[src/rtl/bist_signature_analyzer_if.sv]
// Controller-facing bundle of the BIST signature analyzer: control strobes and CUT
// response in, signature and verdict out.
interface bist_signature_analyzer_if #(
    parameter int WIDTH = 16,
    parameter int CW    = 12
);
    logic             init;
    logic             running;
    logic             finish;
    logic [WIDTH-1:0] data_in;
    logic [WIDTH-1:0] signature;
    logic [CW-1:0]    cycle_count;
    logic             result_valid;
    logic             pass_fail;

    // The master is the BIST controller/top level; the slave is the analyzer.
    modport master (
        output init, running, finish, data_in,
        input  signature, cycle_count, result_valid, pass_fail
    );

    modport slave (
        input  init, running, finish, data_in,
        output signature, cycle_count, result_valid, pass_fail
    );
endinterface

[src/rtl/bist_signature_analyzer.sv]
// BIST response compactor: folds the CUT response into a Galois MISR while running,
// then compares signature and compaction count against golden values on finish.
module bist_signature_analyzer #(
    parameter int               WIDTH      = 16,
    parameter logic [WIDTH-1:0] POLY       = 16'h002D,
    parameter logic [WIDTH-1:0] SEED       = 16'hFFFF,
    parameter logic [WIDTH-1:0] GOLDEN     = 16'h0000,
    parameter int               EXP_CYCLES = 651,
    parameter int               CW         = $clog2(EXP_CYCLES) + 2
) (
    input  logic                       clk,
    input  logic                       reset,
    bist_signature_analyzer_if.slave   bus
);

    localparam logic [CW-1:0] EXP_C = CW'(EXP_CYCLES);

    typedef enum logic [1:0] {
        IDLE    = 2'd0,
        ARMED   = 2'd1,
        COMPACT = 2'd2,
        DONE    = 2'd3
    } state_e;

    state_e           state_q;
    logic [WIDTH-1:0] sig_q;
    logic [WIDTH-1:0] sig_d;
    logic [CW-1:0]    cnt_q;
    logic [CW-1:0]    cnt_d;
    logic             valid_q;
    logic             pass_q;
    logic             verdict_d;

    function automatic logic [WIDTH-1:0] misr_step(input logic [WIDTH-1:0] s,
                                                   input logic [WIDTH-1:0] d);
        return {s[WIDTH-2:0], 1'b0} ^ (s[WIDTH-1] ? POLY : '0) ^ d;
    endfunction

    // Saturating so that an overrun can never alias back onto EXP_CYCLES.
    function automatic logic [CW-1:0] sat_inc(input logic [CW-1:0] c);
        return (&c) ? c : c + 1'b1;
    endfunction

    assign sig_d     = misr_step(sig_q, bus.data_in);
    assign cnt_d     = sat_inc(cnt_q);
    assign verdict_d = (sig_q == GOLDEN) && (cnt_q == EXP_C);

    always_ff @(posedge clk or posedge reset) begin
        if (reset) begin
            state_q <= IDLE;
            sig_q   <= SEED;
            cnt_q   <= '0;
            valid_q <= 1'b0;
            pass_q  <= 1'b0;
        end else if (bus.init) begin
            state_q <= ARMED;
            sig_q   <= SEED;
            cnt_q   <= '0;
            valid_q <= 1'b0;
            pass_q  <= 1'b0;
        end else begin
            case (state_q)
                IDLE: begin
                    // finish without an init is an aborted test: report fail.
                    if (bus.finish) begin
                        state_q <= DONE;
                        valid_q <= 1'b1;
                        pass_q  <= 1'b0;
                    end
                end
                ARMED, COMPACT: begin
                    if (bus.finish) begin
                        state_q <= DONE;
                        valid_q <= 1'b1;
                        pass_q  <= verdict_d;
                    end else if (bus.running) begin
                        state_q <= COMPACT;
                        sig_q   <= sig_d;
                        cnt_q   <= cnt_d;
                    end
                end
                DONE: begin
                    state_q <= DONE;
                end
                default: begin
                    state_q <= IDLE;
                end
            endcase
        end
    end

    assign bus.signature    = sig_q;
    assign bus.cycle_count  = cnt_q;
    assign bus.result_valid = valid_q;
    assign bus.pass_fail    = pass_q;

endmodule

[src/flat_wrapper.sv]
// flat-port wrapper written by rule: the top's interface ports become plain ports
module bist_signature_analyzer_flat 
#(
    parameter int               WIDTH      = 16,
    parameter logic [WIDTH-1:0] POLY       = 16'h002D,
    parameter logic [WIDTH-1:0] SEED       = 16'hFFFF,
    parameter logic [WIDTH-1:0] GOLDEN     = 16'h0000,
    parameter int               EXP_CYCLES = 651,
    parameter int               CW         = $clog2(EXP_CYCLES) + 2
)
  (clk, reset, bus_init, bus_running, bus_finish, bus_data_in, bus_signature, bus_cycle_count, bus_result_valid, bus_pass_fail);
  bist_signature_analyzer_if #(.WIDTH(WIDTH), .CW(CW)) bus_i ();
  input  logic clk;
  input  logic reset;
  input wire logic [$bits(bus_i.init)-1:0] bus_init;
  input wire logic [$bits(bus_i.running)-1:0] bus_running;
  input wire logic [$bits(bus_i.finish)-1:0] bus_finish;
  input wire logic [$bits(bus_i.data_in)-1:0] bus_data_in;
  output wire logic [$bits(bus_i.signature)-1:0] bus_signature;
  output wire logic [$bits(bus_i.cycle_count)-1:0] bus_cycle_count;
  output wire logic [$bits(bus_i.result_valid)-1:0] bus_result_valid;
  output wire logic [$bits(bus_i.pass_fail)-1:0] bus_pass_fail;
  assign bus_i.init = bus_init;
  assign bus_i.running = bus_running;
  assign bus_i.finish = bus_finish;
  assign bus_i.data_in = bus_data_in;
  assign bus_signature = bus_i.signature;
  assign bus_cycle_count = bus_i.cycle_count;
  assign bus_result_valid = bus_i.result_valid;
  assign bus_pass_fail = bus_i.pass_fail;
  bist_signature_analyzer #(.WIDTH(WIDTH), .POLY(POLY), .SEED(SEED), .GOLDEN(GOLDEN), .EXP_CYCLES(EXP_CYCLES), .CW(CW)) u_core (.clk(clk), .reset(reset), .bus(bus_i));
endmodule
[config.mk]
export PLATFORM = sky130hd
export DESIGN_NAME = bist_signature_analyzer_flat
export DESIGN_NICKNAME = d
export VERILOG_FILES = /design/src/rtl/bist_signature_analyzer_if.sv /design/src/rtl/bist_signature_analyzer.sv /design/src/flat_wrapper.sv
export SDC_FILE = /design/constraint.sdc
export NUM_CORES = 1
export LEC_CHECK = 0
export ABC_AREA = 1
export BUFFER_PORTS_ARGS = -buffer_cell sky130_fd_sc_hd__buf_4
export CORE_MARGIN = 10
export CORE_UTILIZATION = 35
export DETAILED_ROUTE_END_ITERATION = 8
export SYNTH_ARGS = -nofsm -noshare
export SYNTH_HDL_FRONTEND = slang
export SYNTH_SLANG_ARGS = --single-unit
[constraint.sdc]
create_clock -name clk -period 3.2 [get_ports clk]
set_input_delay 0.16 -clock clk [delete_from_list [all_inputs] [get_ports clk]]
set_output_delay 0.16 -clock clk [all_outputs]
set_load 0.02 [all_outputs]
## Word level (Yosys, flattened, before mapping)

Cells that the tools add are included.

| word-level totals | value |
|---|---|
| bits in registers | 32 |
| input port bits | 21 |
| output and inout bits | 30 |
| word-level logic and storage cells | 55 |

| cells by class | value |
|---|---|
| add/sub/neg operators | 1 |
| eq/ne operators | 9 |
| mux-type cells | 22 |
| bitwise logic cells | 2 |
| reductions and logical operators | 16 |

Operator list:

| cell | number |
|---|---|
| 2-to-1 mux 16 bit | 4 |
| 2-to-1 mux 12 bit | 5 |
| XOR 16 bit | 2 |
| zero test 16 bit | 1 |
| adder 12 x 1 -> 12 bit (second input constant) | 1 |
| equality test 12 x 10 -> 1 bit (second input constant) | 1 |
| AND reduction 12 bit | 1 |
| 2-to-1 mux 2 bit | 4 |
| nonzero test 2 bit | 4 |
| 2-to-1 mux 1 bit | 6 |
| 2-to-1 mux 6 bit | 1 |
| != test 3 bit (second input constant) | 2 |
| one-hot mux 2 bit (3 select lines) | 1 |
| AND reduction 3 bit | 2 |
| equality test 2 bit (second input constant) | 2 |
| != test 2 bit (second input constant) | 2 |
| != test 4 bit (second input constant) | 1 |
| AND reduction 2 bit | 2 |
| AND reduction 4 bit | 1 |
| nonzero test 3 bit | 1 |
| OR reduction 3 bit | 1 |
| equality test 2 x 1 -> 1 bit (second input constant) | 1 |
| zero test 2 bit | 1 |
| one-hot mux 1 bit (2 select lines) | 1 |
| 2 further kinds | 2 |

## Logic depth before layout (Yosys ltp)

| depth | value |
|---|---|
| depth in word-level cells | 7 |
| mapped depth | 9 |
| gate-level depth less buffers | 8 |

## Worst setup path after synthesis

No wires, ideal clock.

| timing path | value |
|---|---|
| kind | register -> register |
| from | reg u_core.cnt_q[1] (netlist: u_core.bus.cycle_count[1]) |
| to | reg u_core.cnt_q[9] (netlist: u_core.bus.cycle_count[9]) |
| library setup time | 0.117 ns |
| arrival time | 1.477 ns |
| required time | 3.083 ns |
| path slack | 1.606 ns |
| stages on the path, launching flop included | 10 |
| buffers on the path | 1 |
| period minus slack after synthesis | 1.594 ns |
| cell sequence | dfrtp_1 > ha_1 > nand2_2 > nor2_4 > nand2_4 > nor2_1 > nor2_2 > buf_6 > nand2_2 > nand2_1 |

| on the way | value |
|---|---|
| longest elaborated chain between the ends | 6 |
| elaborated cells between the ends (all ways) | 9 |
| classes of those cells | 1 x add/sub; 1 x eq/ne; 5 x mux; 2 x reduce/logical |

RTL lines:

| item | line | RTL |
|---|---|---|
| from (decl) | bist_signature_analyzer.sv:28 | `logic [CW-1:0] cnt_q;` |
| from (signal assigned) | bist_signature_analyzer.sv:79 | `cnt_q <= cnt_d;` |
| adder 12 x 1 -> 12 bit | bist_signature_analyzer.sv:41 | `return (&c) ? c : c + 1'b1;` |
| 2-to-1 mux 12 bit | bist_signature_analyzer.sv:41 |  |
| 2-to-1 mux 12 bit | bist_signature_analyzer.sv:76 | `end else if (bus.running) begin` |
| 2-to-1 mux 12 bit | bist_signature_analyzer.sv:72 | `if (bus.finish) begin` |
| 2-to-1 mux 12 bit | bist_signature_analyzer.sv:62 | `case (state_q)` |
| 2-to-1 mux 12 bit | bist_signature_analyzer.sv:55 | `end else if (bus.init) begin` |

Several ways; a longest one is shown, not always the timed one. The select of a mux whose other input is x is not followed.
A chain may end at the register's enable or synchronous reset.

## Worst setup path in the final report

| timing path | value |
|---|---|
| from | reg u_core.state_q[0] |
| to | reg u_core.cnt_q[8] (netlist: u_core.bus.cycle_count[8]) |

| on the way | value |
|---|---|
| longest elaborated chain between the ends | 4 |
| elaborated cells between the ends (all ways) | 5 |
| classes of those cells | 2 x eq/ne; 3 x reduce/logical |

RTL lines:

| item | line | RTL |
|---|---|---|
| from (decl) | bist_signature_analyzer.sv:25 | `state_e state_q;` |
| from (signal assigned) | bist_signature_analyzer.sv:50 | `state_q <= IDLE;` |
| from (signal assigned) | bist_signature_analyzer.sv:56 | `state_q <= ARMED;` |
| from (signal assigned) | bist_signature_analyzer.sv:66 | `state_q <= DONE;` |
| equality test 2 x 1 -> 1 bit or equality test 2 bit (tied branches) | bist_signature_analyzer.sv:62 |  |
| OR reduction 2 bit * | bist_signature_analyzer.sv:62 |  |
| nonzero test 2 bit (no line) * | -- |  |
| AND reduction 4 bit (no line) * | -- |  |

Mark *: on every way between the ends. The rest lies on a longest branch, timed or not.

==> results.md <==
- Status: finished, final reports clean
- Final-layout fill cell count: 545
- Post-Route Setup TNS: 0 ps
- Layout cells sized above 1: 0.298
- Ys flop type: dfstp_2
- Die width: 94.1 µm
- Later-pin clock latency in the skew report: 280 ps
- Worst hold start: bus_init
- Placer Congestion: 0.757
- Post-CTS Setup Bufs: 0
- Placement row count: 26
- Cts hold-fix bufs: 0
- Hold Crit Class: in -> reg
- CP startpoint kind: flip-flop
- Crit. End Element: flip-flop
- Syn Nets: 271
- Final Util: 0.468
- Overall global routing resource usage: 0.110
- Synth top area share: 0.219
- Clock Skew: 5.43 ps
- Final min period: 2060 ps
- Critical Path Source: u_core.state_q[0]$_DFFE_PP0P_
- CP max FO: 18
- Slew @ Worst Pin: 557 ps
- VDD IR max: 0.145 mV
- Worst Setup Path Type: reg -> reg
- Wirelength, routed: 4.80 mm
- Area Overhead vs Synth: 26.9%
- Worst EP required: 3420 ps
- Number of diodes: 0
- Synth async-reset ratio: 1.00
- CTS tree: built
- Post-DRT Antenna Nets: 0
- Height of the die: 94.1 µm
- GRT overflow: 0
- Max-slew violation count: 0
- Initial Util: 0.369
- Clock Path Buffers: 2
- Leak: 0.00119 µW
- Vias per cell: 4.56
- Fin nets: 322
- Die area: 8850 µm²
- Mapped cell area: 1920 µm²
- Maxcap violations: 0
- Core area: 5200 µm²
- CTS root buf: clkbuf_8
- Post_cts resized: 0
- Syn Inst Count: 247
- CTS buffer count: 5
- Number of global-route vias before repair: 1,720
- Leading area contributor after synthesis: dfstp_2
- Sequential area share after synthesis: 0.428
- Yosys warns: 0
- Hpwl dp: 3.58 mm
- H-tree Lvls: 2
- EDFF count, synth: 0
- Clock sink count: 32
- Worst Hold Slack: 120 ps
- Final Hold Fails: 0
- Synth Register Bits: 32
- Num ports: 51
- PortBufs: 50
- Avg Inst Size Synth: 7.77 µm²
- Initial antenna violation count: 0
- Slew margin rel.: 0.629
- PwrDens: 362 nW/µm²
- Routed WL per cell: 13.0 µm
- Vias: 1,682
- Max Fclk: 485 MHz
- DRT Pass-1 Iters: 4
- Synth area leaders: dfstp_2 (22%), dfrtp_1 (21%), nand2_1 (13%), nor2_1 (7.2%), xnor2_1 (5.9%)
- Clock Pin Slew Worst Setup and Hold Paths: 60 ps
- RSZ-0062 raised after global routing: no
- Largest net degree at the start of global routing: 19
- Fin crit share: 0.644
- Synth cell types: 26
- Final Setup Violations: 0
- DRC: 0
- 1st-iter DRT viols: 55
- WP data arrival: 2280 ps
- R2r startpoint: u_core.state_q[0]$_DFFE_PP0P_
- Global-route wire length before repair: 7.92 mm
cells in the mapped netlist, types with 2 or more instances:
cell type and instances:
nand2_2 5, ha_1 3, xnor2_1 13, a21oi_1 10, nand3b_1 2, dfrtp_1 16, nand2_1 67, dfstp_2 16
buf_2 4, xor2_1 7, buf_6 2, nand3_1 10, o21bai_1 3, nor2_4 3, inv_2 3, a22oi_1 7
nand4_1 4, nor2_1 37, inv_1 28
cell type report:
cell class / instances / area [µm²] / area share
clock inverter: 2 / 10.0 / 0.00411
timing repair buffer: 51 / 383 / 0.157
tap: 70 / 87.6 / 0.0360
clock buffer: 6 / 82.6 / 0.0339
sequential: 32 / 821 / 0.337
inverter: 31 / 116 / 0.0478
multi-input combinational: 177 / 936 / 0.384
worst max-delay path, cell delays in order (launching register included):
cell	delay (ps)
dfrtp_1	350
inv_1	60
ha_1	340
nand3b_1	160
nor2_4	380
inv_2	60
nor2_2	460
nand2_1	110
nand2_1	80
cell usage in the layout, fill, tap and decap left out:
master    synthesis  routed
o21bai_1          3       3
buf_4             0      51
dfstp_2          16      16
inv_1            28      28
a21oi_1          10      10
ha_1              3       3
clkinv_2          0       2
xor2_1            7       7
nand2_2           5       5
xnor2_1          13      13
o21ai_0           1       1
a22oi_1           7       7
nand3b_1          2       2
nand4_1           4       4
nor2_2            1       1
nand3_1          10      10
nand2b_1          1       1
inv_2             3       3
o21a_1            1       1
nand2_4           1       1
o21ai_4           1       1
dfrtp_1          16      16
clkbuf_8          0       6
nor2_4            3       3
nand2_1          67      67
nor2_1           37      37
sequential cells by signal, indices dropped and copies added (netlist names):
register                 flops
u_core.bus.cycle_count      12
u_core.bus.pass_fail         1
u_core.bus.result_valid      1
u_core.bus.signature        16
u_core.state_q               2
layer usage:
layer | share of wire | vias up | track usage
li1 | - | 864 | -
met1 | 0.46 | 766 | 0.127
met2 | 0.44 | 46 | 0.180
met3 | 0.092 | 6 | 0.0520
met4 | 0.0092 | 0 | 0.0266
met5 | 0 | - | 0
power breakdown:
part / internal (µW) / switching, µW / leakage, µW
Combinational: 55.5 / 68.9 / 0.000757
Sequential: 425 / 14.5 / 0.000384
Clock: 171 / 148 / 0.0000510
kinds of logic after synthesis:
logic type / share of synthesized area
simple gates: 0.297
buf+inv: 0.0847
flops: 0.428
compound gates: 0.0802
xor+xnor: 0.0913
fa+ha+maj: 0.0196
metrics by stage:
stage	total power, µW	area, µm²	setup slack, ps	std cells
3_5_place_dp	573	2340	1130	361
2_1_floorplan	519	1920	1610	247
5_1_grt	931	2440	911	369
4_1_cts	900	2440	1110	369
6_report	883	2440	1140	369
3_3_place_gp	572	2340	1170	361
final timing paths:
path / to / slack, ps / cells past startpoint
setup / recovery: u_core.bus.cycle_count[8]$_DFFE_PP0P_ / 1140 / 8
setup reg to reg: u_core.bus.cycle_count[8]$_DFFE_PP0P_ / 1140 / 8
max in group asynchronous: u_core.bus.signature[4]$_DFFE_PP1P_ / 2580 / 3
hold / removal: u_core.state_q[1]$_DFFE_PP0P_ / 120 / 2
hold reg to reg: u_core.bus.result_valid$_DFFE_PP0P_ / 490 / 2
min in group asynchronous: u_core.bus.signature[13]$_DFFE_PP1P_ / 250 / 2
(Power assumes the default switching activity.)
